`src/rtl/as2650_timers_pkg.sv`:
```
// rtl/as2650_timers_pkg.sv - register map, ctrl bit indices and channel read helper for as2650_timers
package as2650_timers_pkg;

  localparam int unsigned ADDR_W = 6;

  localparam logic [5:0] T0_BASE       = 6'h00;
  localparam logic [5:0] T1_BASE       = 6'h08;
  localparam logic [5:0] PRESCALE_ADDR = 6'h10;
  localparam logic [5:0] STATUS_ADDR   = 6'h11;

  localparam logic [2:0] OFF_RELOAD_LO = 3'd0;
  localparam logic [2:0] OFF_RELOAD_HI = 3'd1;
  localparam logic [2:0] OFF_CTRL      = 3'd2;
  localparam logic [2:0] OFF_COUNT_LO  = 3'd4;
  localparam logic [2:0] OFF_COUNT_HI  = 3'd5;
  localparam logic [2:0] OFF_CMP_LO    = 3'd6;
  localparam logic [2:0] OFF_CMP_HI    = 3'd7;

  localparam int CTRL_EN    = 0;
  localparam int CTRL_AUTO  = 1;
  localparam int CTRL_IRQEN = 2;

  // Everything a channel exposes to the register read path.
  typedef struct packed {
    logic [15:0] reload;
    logic [2:0]  ctrl;
    logic [15:0] count;
    logic [7:0]  shadow;
    logic [15:0] compare;
  } chan_view_t;

  // Byte visible at a channel offset; unmapped offsets read zero.
  function automatic logic [7:0] chan_read(input chan_view_t v, input logic [2:0] off);
    logic [7:0] d;
    d = 8'h00;
    case (off)
      OFF_RELOAD_LO: d = v.reload[7:0];
      OFF_RELOAD_HI: d = v.reload[15:8];
      OFF_CTRL:      d = {5'b00000, v.ctrl};
      OFF_COUNT_LO:  d = v.count[7:0];
      OFF_COUNT_HI:  d = v.shadow;
      OFF_CMP_LO:    d = v.compare[7:0];
      OFF_CMP_HI:    d = v.compare[15:8];
      default:       d = 8'h00;
    endcase
    return d;
  endfunction

endpackage

```
`src/rtl/as2650_timer_chan.sv`:
```
// rtl/as2650_timer_chan.sv - one 16-bit down-counting timer channel (PWM compare under AS2650_TIMERS_PWM_EN)
module as2650_timer_chan
  import as2650_timers_pkg::*;
(
  input  logic       clk_i,
  input  logic       rst_n,
  input  logic       tick,
  input  logic       wr_en,
  input  logic [2:0] wr_off,
  input  logic [7:0] wr_data,
  input  logic       cnt_rd,
  output chan_view_t view,
  output logic       flag_set,
  output logic       pwm
);

  logic [15:0] reload;
  logic [15:0] count;
  logic [15:0] compare;
  logic [2:0]  ctrl;
  logic [7:0]  shadow;
  logic        en;
  logic        auto_rl;
  logic        ctrl_wr;
  logic        start;
  logic        expire;

  assign en       = ctrl[CTRL_EN];
  assign auto_rl  = ctrl[CTRL_AUTO];
  assign ctrl_wr  = wr_en && (wr_off == OFF_CTRL);
  // Only a rising EN loads the counter; rewriting ctrl with EN already set leaves count alone.
  assign start    = ctrl_wr && wr_data[CTRL_EN] && !en;
  assign expire   = tick && en && (count == 16'h0000);
  assign flag_set = expire;

  // Reload bytes; a running count only sees them at its next reload.
  always_ff @(posedge clk_i) begin
    if (!rst_n) begin
      reload <= 16'h0000;
    end else if (wr_en && (wr_off == OFF_RELOAD_LO)) begin
      reload[7:0] <= wr_data;
    end else if (wr_en && (wr_off == OFF_RELOAD_HI)) begin
      reload[15:8] <= wr_data;
    end
  end

  // Ctrl register; a one-shot expiry drops EN unless software writes ctrl that clock.
  always_ff @(posedge clk_i) begin
    if (!rst_n) begin
      ctrl <= 3'b000;
    end else if (ctrl_wr) begin
      ctrl <= wr_data[2:0];
    end else if (expire && !auto_rl) begin
      ctrl[CTRL_EN] <= 1'b0;
    end
  end

  // Counter: load on start, otherwise step on prescale ticks while enabled.
  always_ff @(posedge clk_i) begin
    if (!rst_n) begin
      count <= 16'h0000;
    end else if (start) begin
      count <= reload;
    end else if (tick && en) begin
      if (count != 16'h0000) begin
        count <= count - 16'h0001;
      end else if (auto_rl) begin
        count <= reload;
      end
    end
  end

  // Latch the high byte whenever the low byte is read so lo-then-hi is coherent.
  always_ff @(posedge clk_i) begin
    if (!rst_n) begin
      shadow <= 8'h00;
    end else if (cnt_rd) begin
      shadow <= count[15:8];
    end
  end

`ifdef AS2650_TIMERS_PWM_EN
  // Compare bytes for the PWM threshold.
  always_ff @(posedge clk_i) begin
    if (!rst_n) begin
      compare <= 16'h0000;
    end else if (wr_en && (wr_off == OFF_CMP_LO)) begin
      compare[7:0] <= wr_data;
    end else if (wr_en && (wr_off == OFF_CMP_HI)) begin
      compare[15:8] <= wr_data;
    end
  end

  // Registered PWM: high while running and below the compare threshold.
  always_ff @(posedge clk_i) begin
    if (!rst_n) begin
      pwm <= 1'b0;
    end else begin
      pwm <= en && (count < compare);
    end
  end
`else
  assign compare = 16'h0000;
  assign pwm     = 1'b0;
`endif

  assign view = '{reload: reload, ctrl: ctrl, count: count, shadow: shadow, compare: compare};

endmodule

```
`src/rtl/as2650_timers.sv`:
```
// rtl/as2650_timers.sv - two-channel timer block with prescaler, status and read mux; PWM via AS2650_TIMERS_PWM_EN
module as2650_timers
  import as2650_timers_pkg::*;
(
  input  logic              clk_i,
  input  logic              rst_n,
  input  logic              bus_cyc,
  input  logic              bus_we,
  input  logic [ADDR_W-1:0] bus_addr,
  input  logic [7:0]        bus_data_in,
  output logic [7:0]        bus_data_out,
  output logic [1:0]        irq,
  output logic [1:0]        pwm_o
);

  logic       wr_strobe;
  logic       rd_strobe;
  logic       tick;
  logic [7:0] prescale;
  logic [7:0] pre_cnt;
  logic [1:0] flag;
  logic [1:0] flag_set;
  logic [1:0] flag_clr;
  logic [1:0] pwm;
  chan_view_t view [2];

  assign wr_strobe = bus_cyc && bus_we;
  assign rd_strobe = bus_cyc && !bus_we;
  assign tick      = (pre_cnt == prescale);

  // Shared prescale counter: tick when it reaches P, then restart from zero.
  always_ff @(posedge clk_i) begin
    if (!rst_n) begin
      pre_cnt <= 8'h00;
    end else if (tick) begin
      pre_cnt <= 8'h00;
    end else begin
      pre_cnt <= pre_cnt + 8'h01;
    end
  end

  // Prescale register.
  always_ff @(posedge clk_i) begin
    if (!rst_n) begin
      prescale <= 8'h00;
    end else if (wr_strobe && (bus_addr == PRESCALE_ADDR)) begin
      prescale <= bus_data_in;
    end
  end

  assign flag_clr = (wr_strobe && (bus_addr == STATUS_ADDR)) ? bus_data_in[1:0] : 2'b00;

  // Status flags: write-1-clear, with a same-clock set taking priority.
  always_ff @(posedge clk_i) begin
    if (!rst_n) begin
      flag <= 2'b00;
    end else begin
      flag <= (flag & ~flag_clr) | flag_set;
    end
  end

  for (genvar i = 0; i < 2; i++) begin : g_chan
    localparam logic [5:0] BASE = (i == 0) ? T0_BASE : T1_BASE;
    logic sel;
    assign sel = (bus_addr[5:3] == BASE[5:3]);

    as2650_timer_chan u_chan (
      .clk_i    (clk_i),
      .rst_n    (rst_n),
      .tick     (tick),
      .wr_en    (wr_strobe && sel),
      .wr_off   (bus_addr[2:0]),
      .wr_data  (bus_data_in),
      .cnt_rd   (rd_strobe && sel && (bus_addr[2:0] == OFF_COUNT_LO)),
      .view     (view[i]),
      .flag_set (flag_set[i]),
      .pwm      (pwm[i])
    );

    assign irq[i] = flag[i] && view[i].ctrl[CTRL_IRQEN];
  end

  assign pwm_o = pwm;

  // Combinational read mux; anything unmapped reads zero.
  always_comb begin
    bus_data_out = 8'h00;
    if (bus_addr[5:4] == 2'b00) begin
      bus_data_out = chan_read(view[bus_addr[3]], bus_addr[2:0]);
    end else if (bus_addr == PRESCALE_ADDR) begin
      bus_data_out = prescale;
    end else if (bus_addr == STATUS_ADDR) begin
      bus_data_out = {6'b000000, flag};
    end
  end

endmodule

```
`config.mk`:
```
export PLATFORM = sky130hd
export DESIGN_NAME = as2650_timers
export DESIGN_NICKNAME = d
export VERILOG_FILES = /design/src/rtl/as2650_timers_pkg.sv /design/src/rtl/as2650_timer_chan.sv /design/src/rtl/as2650_timers.sv
export SDC_FILE = /design/constraint.sdc
export NUM_CORES = 1
export LEC_CHECK = 0
export BUFFER_PORTS_ARGS = -buffer_cell sky130_fd_sc_hd__buf_2
export CAP_MARGIN = 40
export CORE_MARGIN = 2
export CORE_UTILIZATION = 53
export CTS_BUF_LIST = sky130_fd_sc_hd__clkbuf_4
export DETAILED_ROUTE_END_ITERATION = 6
export PLACE_DENSITY = 0.78
export SYNTH_ARGS = -nofsm -noshare
export SYNTH_HDL_FRONTEND = slang
export SYNTH_SLANG_ARGS = --single-unit
```
`constraint.sdc`:
```
create_clock -name clk_i -period 3.3 [get_ports clk_i]
set_input_delay 0.165 -clock clk_i [delete_from_list [all_inputs] [get_ports clk_i]]
set_output_delay 0.165 -clock clk_i [all_outputs]
set_load 0.02 [all_outputs]
```
---- Word level (Yosys, flattened, before mapping) ----
Cells that the tools add are included.
W data, S select, Z words.
operators by class
  $add $sub $neg .......................... 3
  $mul .................................... 0
  div/mod/pow operators ................... 0
  magnitude comparators ................... 1
  eq/ne operators ......................... 10
  shifts and indexed selects .............. 0
  mux-type cells .......................... 20
  bitwise logic cells ..................... 7
  reductions and logical operators ........ 51
operators with widths
  cell                     number
  $mux W59                 3
  $mux W16                 8
  $pmux W8 S7              1
  $logic_not A16 Y1        2
  $reduce_bool A16 Y1      2
  $sub A16 B1 Y16 const B  2
  $logic_and A1 B1 Y1      28
  $mux W8                  2
  $eq A3 B3 Y1 const B     4
  $eq A6 B5 Y1 const B     2
  $add A8 B1 Y8 const B    1
  $eq A8 B8 Y1             1
  $reduce_and A2 Y1        4
  $reduce_bool A2 Y1       4
  $eq A3 B1 Y1 const B     2
  $logic_not A3 Y1         2
  $reduce_bool A3 Y1       2
  $logic_not A1 Y1         5
  $mux W1                  4
  $mux W2                  2
  $eq A3 B2 Y1 const B     1
  $not A1 Y1               3
  $and A2 B2 Y2            1
  $ge A2 B2 Y1 const B     1
  5 further kinds          5
storage, ports and cells
  bits in registers ....................... 104
  latch bits .............................. 0
  memory bits (writable) .................. 0
  ROM bits ................................ 0
  input bits .............................. 18
  output and inout port bits .............. 12
  logic and storage cells ................. 107
  memories kept ........................... 0

---- Logic depth before layout (Yosys ltp) ----
  depth after elaboration ................. 7
  depth in mapped cells ................... 9
  gate-level depth less buffers ........... 8

---- Cells and area by module ----
A second synthesis with hierarchy kept.
unflattened totals
  cells, all modules ...................... 770
  area, all modules ....................... 6446.2 um^2
modules (own cells, without submodules)
  module             times used  cells each  area each (um^2)  seq. area each (um^2)
  as2650_timer_chan  2           279         2290.9            860.8
  as2650_timers      1           212         1864.3            360.3

---- Worst setup path before layout ----
Ideal clock, no wire load.
  kind .................................... reg2reg
  from .................................... register g_chan[0].u_chan.count[0]
  to ...................................... register g_chan[0].u_chan.count[10]
  data arrival time ....................... 1.917 ns
  setup slack ............................. 1.256 ns
  stages on the path, launching flop included .. 10
  path buffers ............................ 1
  period minus slack after synthesis ...... 2.044 ns
  cell sequence ........................... dfxtp_1 > inv_1 > ha_1 > nor4b_1 > and4_1 > buf_4 > nand2_1 > o21ai_0 > and3_1 > or3_1
on the way
  word-level cells in the longest chain between the ends .. 4
RTL lines
  element                                                        RTL line                                          RTL
  start: declaration                                             as2650_timer_chan.sv:18                           logic [15:0] count;
  start signal: assignment                                       as2650_timer_chan.sv:63                           count <= reload;
  start signal: assignment                                       as2650_timer_chan.sv:66                           count <= count - 16'h0001;
  start signal: assignment                                       as2650_timer_chan.sv:68                           count <= reload;
  $sub A16 B1 Y16 / $reduce_bool A16 Y1 (equally long branches)  as2650_timer_chan.sv:66, as2650_timer_chan.sv:65
  $mux W16                                                       as2650_timer_chan.sv:65                           if (count != 16'h0000) begin
  $mux W16                                                       as2650_timer_chan.sv:64                           end else if (tick && en) begin
  $mux W16                                                       as2650_timer_chan.sv:62                           end else if (start) begin
Several ways; a longest one is shown, not always the timed one. The select of a mux whose other input is x is not followed.
A chain may end at the register's enable or synchronous reset.

---- Final worst setup path ----
  from .................................... register pre_cnt[1]
  to ...................................... register g_chan[0].u_chan.count[5]
on the way
  word-level cells in the longest chain between the ends .. 4
RTL lines
  element                              RTL line                 RTL
  start: declaration                   as2650_timers.sv:20      logic [7:0] pre_cnt;
  start signal: assignment             as2650_timers.sv:38      pre_cnt <= pre_cnt + 8'h01;
  $eq A8 B8 Y1                         as2650_timers.sv:29      assign tick = (pre_cnt == prescale);
  $logic_and A1 B1 Y1                  as2650_timer_chan.sv:64
  $reduce_bool A2 Y1 (no source line)  --
  $reduce_and A2 Y1 (no source line)   --
No other way between the ends.

==> results.yml <==
outcome:
  status: "finished clean"
grt:
  grt_pass1_wl_mm: 28.8
  antenna_found_initial: 0
  grt_use_total_pct: 31.7
  grt_pass1_vias: 5411
  overflow: 0
  grt_max_degree: 45
worst_setup_path:
  worstSetupStartpointType: "register"
  path_buf_inv: 0
  worstSetupPathType: "reg2reg"
  cp_cell_sequence: "xor2_1, nor4_2, nand3_1, o21ai_0, and2_1, a221o_1"
  cpPeakStageDelay_ns: 0.72
  worstPathMaxFanout: 12
  critPathCaptureType: "register"
  critPathSlowestCell: "o21ai_0"
  cp.arrival_ns: 3.09
  required_ns: 3.71
  crit_family: "simple AND/OR/NAND/NOR gates"
clock_tree:
  clock_latency_ns: 0.47
  cts.clk_slew.worst_paths_ns: 0.15
  htree_levels: 3
  clk_path_buf_depth: 2
  cts_buffers: 9
  cts_resized: 0
  clock-sinks: 104
  root_buffer: "clkbuf_4"
  cts_tree: "done"
  hold_buffers: 5
  postCtsSetupRepairBufs: 0
die:
  die_x_um: 109
  start_util_pct: 54.0
  die_h_um: 109
  io_pins: 30
  core_area_um2: 10800
  dieArea_um2: 11800
  num_rows: 38
timing:
  fin_crit_sh_pct: 81.0
  post-route-min-period_ns: 2.67
  slew_headroom_pct: 40.9
  rsz0062_at_grt: "false"
  fin_worst_skew_ns: 0.0162
  finalSetupTns_ns: 0
  finalSetupViolations: 0
  final_hold_viol_count: 0
  tightest_slew_ns: 0.880
  drv_slew: 0
  fmax_mhz: 374
pwr:
  power.density_nw_per_um2: 344
  p_sw_share_pct: 25.2
  pwr-share-comb_pct: 6.2
  seqPwrFrac_pct: 58.8
  worst_ir_drop_vdd_v: 0.000235
  static-leakage-power_nw: 2.59
  clockPowerShare_pct: 35.0
  intPower_w: 0.00160
  finalPower_w: 0.00214
  p_sw_w: 0.000539
synthesis:
  seq_area_frac_synth_pct: 35.7
  synth-seq-cells: 104
  yosysTopAreaCellShare_pct: 35.7
  mappedNetlistArea_um2: 5830
  synth_compound_area_share_pct: 17.8
  synth_top_family_by_area: "simple AND/OR/NAND/NOR gates"
  synth_flop_cell: "dfxtp_1"
  synth.area.top_cells: "dfxtp_1 (36%), mux2i_1 (13%), nor2_1 (6.3%)"
  yosysUniqueCellTypes: 67
  synth_cells: 719
  synth_xor_xnor_area_share_pct: 2.10
  async_reset_ff_share_pct: 0
  syn_area_per_cell_um2: 8.10
  synth_simple_gate_area_share_pct: 25.7
  synth_edf_count: 0
  synthMuxAreaShare_pct: 13.6
  synth_area_leader_cell: "dfxtp_1"
  yosys_warnings: 0
  synthAdderAreaFrac_pct: 1.07
drt:
  firstDrtPassIters: 7
  drt-vias-per-instance: 6.59
  wire_per_inst_um: 20.7
  drt_iter0_markers: 698
  num_vias: 5749
  post-route-drc-count: 0
  drt_wl_total_mm: 18.1
  ant_nets: 0
cells_and_area:
  finish.utilization_pct: 57.7
  fin_cells: 873
  layout_common_cells: "dfxtp_1 (104), nor2_1 (98), mux2i_1 (78)"
  fillers: 1013
  fin_area_um2: 6230
  area_growth_pct: 6.94
  final_nets: 751
  num_antenna_cells: 0
  drive_gt1_share_pct: 9.00
  seq_area_um2: 2080
  multi_input_area_um2: 3520
  final_common_cell: "dfxtp_1"
place:
  placed_area_um2: 6020
  dp_hpwl_mm: 13.5
  routabilityCongestion: 0.999
  portBuffers: 27
  placed_cells: 852
hold_path:
  hold_class: "in2reg"
job:
  drv_cap: 0
-- Yosys cell counts (4+ instances only) --
cell and n:
buf_2 10, nor2_1 98, o21a_1 5, clkbuf_1 27, o22ai_1 13, o21ai_0 31, mux2i_1 78, ha_1 5
o31ai_1 4, o211ai_1 16, nor3b_1 4, and3_1 13, nor3_1 14, nor4_1 8, nand2_1 62, a21oi_1 48
and2_1 10, nand3_1 38, inv_1 11, xor2_1 13, o21ai_1 6, nand4_1 9, buf_1 4, o32ai_1 4
or3_1 9, a31oi_1 8, dfxtp_1 104
-- per-stage QoR --
step                      hold WS (ns)  worst slack [ns]
final                           0.0471             0.627
after global routing           0.00616             0.365
after CTS                       0.0252             0.656
after detailed placement         0.476             0.696
after global placement           0.464             0.792
after floorplan                  0.301              1.26
-- sequential cells by signal, summed over array words and instances, names as in the netlist --
name,flops
g_chan.u_chan.reload,32
g_chan.u_chan.ctrl,6
prescale,8
flag,2
g_chan.u_chan.shadow,16
pre_cnt,8
g_chan.u_chan.count,32
-- layer usage --
layer / GRT usage (%) / vias to the layer above / wire length, µm
met2: 49.1 / 360 / 7950
met1: 42.5 / 2672 / 7330
met4: 12.1 / 0 / 771
li1: - / 2649 / -
met5: 0 / - / 0
met3: 8.37 / 68 / 2030
-- area by class of cell --
class                      count  share of cell area, %
multi-input combinational    561                   56.5
sequential                   104                   33.4
timing repair buffer          41                   4.06
tap                          140                   2.81
clock inverter                 7                   1.51
clock buffer                   9                   1.08
inverter                      11                  0.663
-- worst paths after layout --
check / start / end / slack, ns / depth (start not counted)
setup / recovery: pre_cnt[1]$_SDFF_PP0_ / g_chan[0].u_chan.count[5]$_SDFFE_PN0P_ / 0.63 / 6
hold / removal: bus_data_in[1] / g_chan[0].u_chan.reload[9]$_SDFFE_PN0P_ / 0.05 / 3
setup reg to reg: pre_cnt[1]$_SDFF_PP0_ / g_chan[0].u_chan.count[5]$_SDFFE_PN0P_ / 0.63 / 6
hold reg to reg: prescale[5]$_SDFFE_PN0P_ / prescale[5]$_SDFFE_PN0P_ / 0.51 / 2
-- cells by family (layout without fill, tap and decap cells) --
| group | Yosys count | count (layout) |
|---|---|---|
| other | 1 | 2 |
| xor gates and xnor gates | 14 | 14 |
| buffers and inverters | 55 | 68 |
| adders and majority gates | 5 | 5 |
| muxes | 79 | 79 |
| AOI/OAI and AO/OA | 164 | 164 |
| and+or+nand+nor | 297 | 297 |
| DFF | 104 | 104 |
-- power groups by stage --
stage / Clock (W) / Combinational, W / Sequential (W)
after CTS: 0.000766 / 0.000128 / 0.00126
after detailed placement: 0 / 0.000123 / 0.00129
after global placement: 0 / 0.000122 / 0.00129
final: 0.000750 / 0.000132 / 0.00126
after floorplan: 0 / 0.0000825 / 0.00129
after global routing: 0.000807 / 0.000140 / 0.00126
-- tightest hold or removal path: stages --
cell	delay, ns
buf_2	0.17
nand2_1	0.08
a21oi_1	0.06
Note: power is estimated with default switching activity, not from simulation.
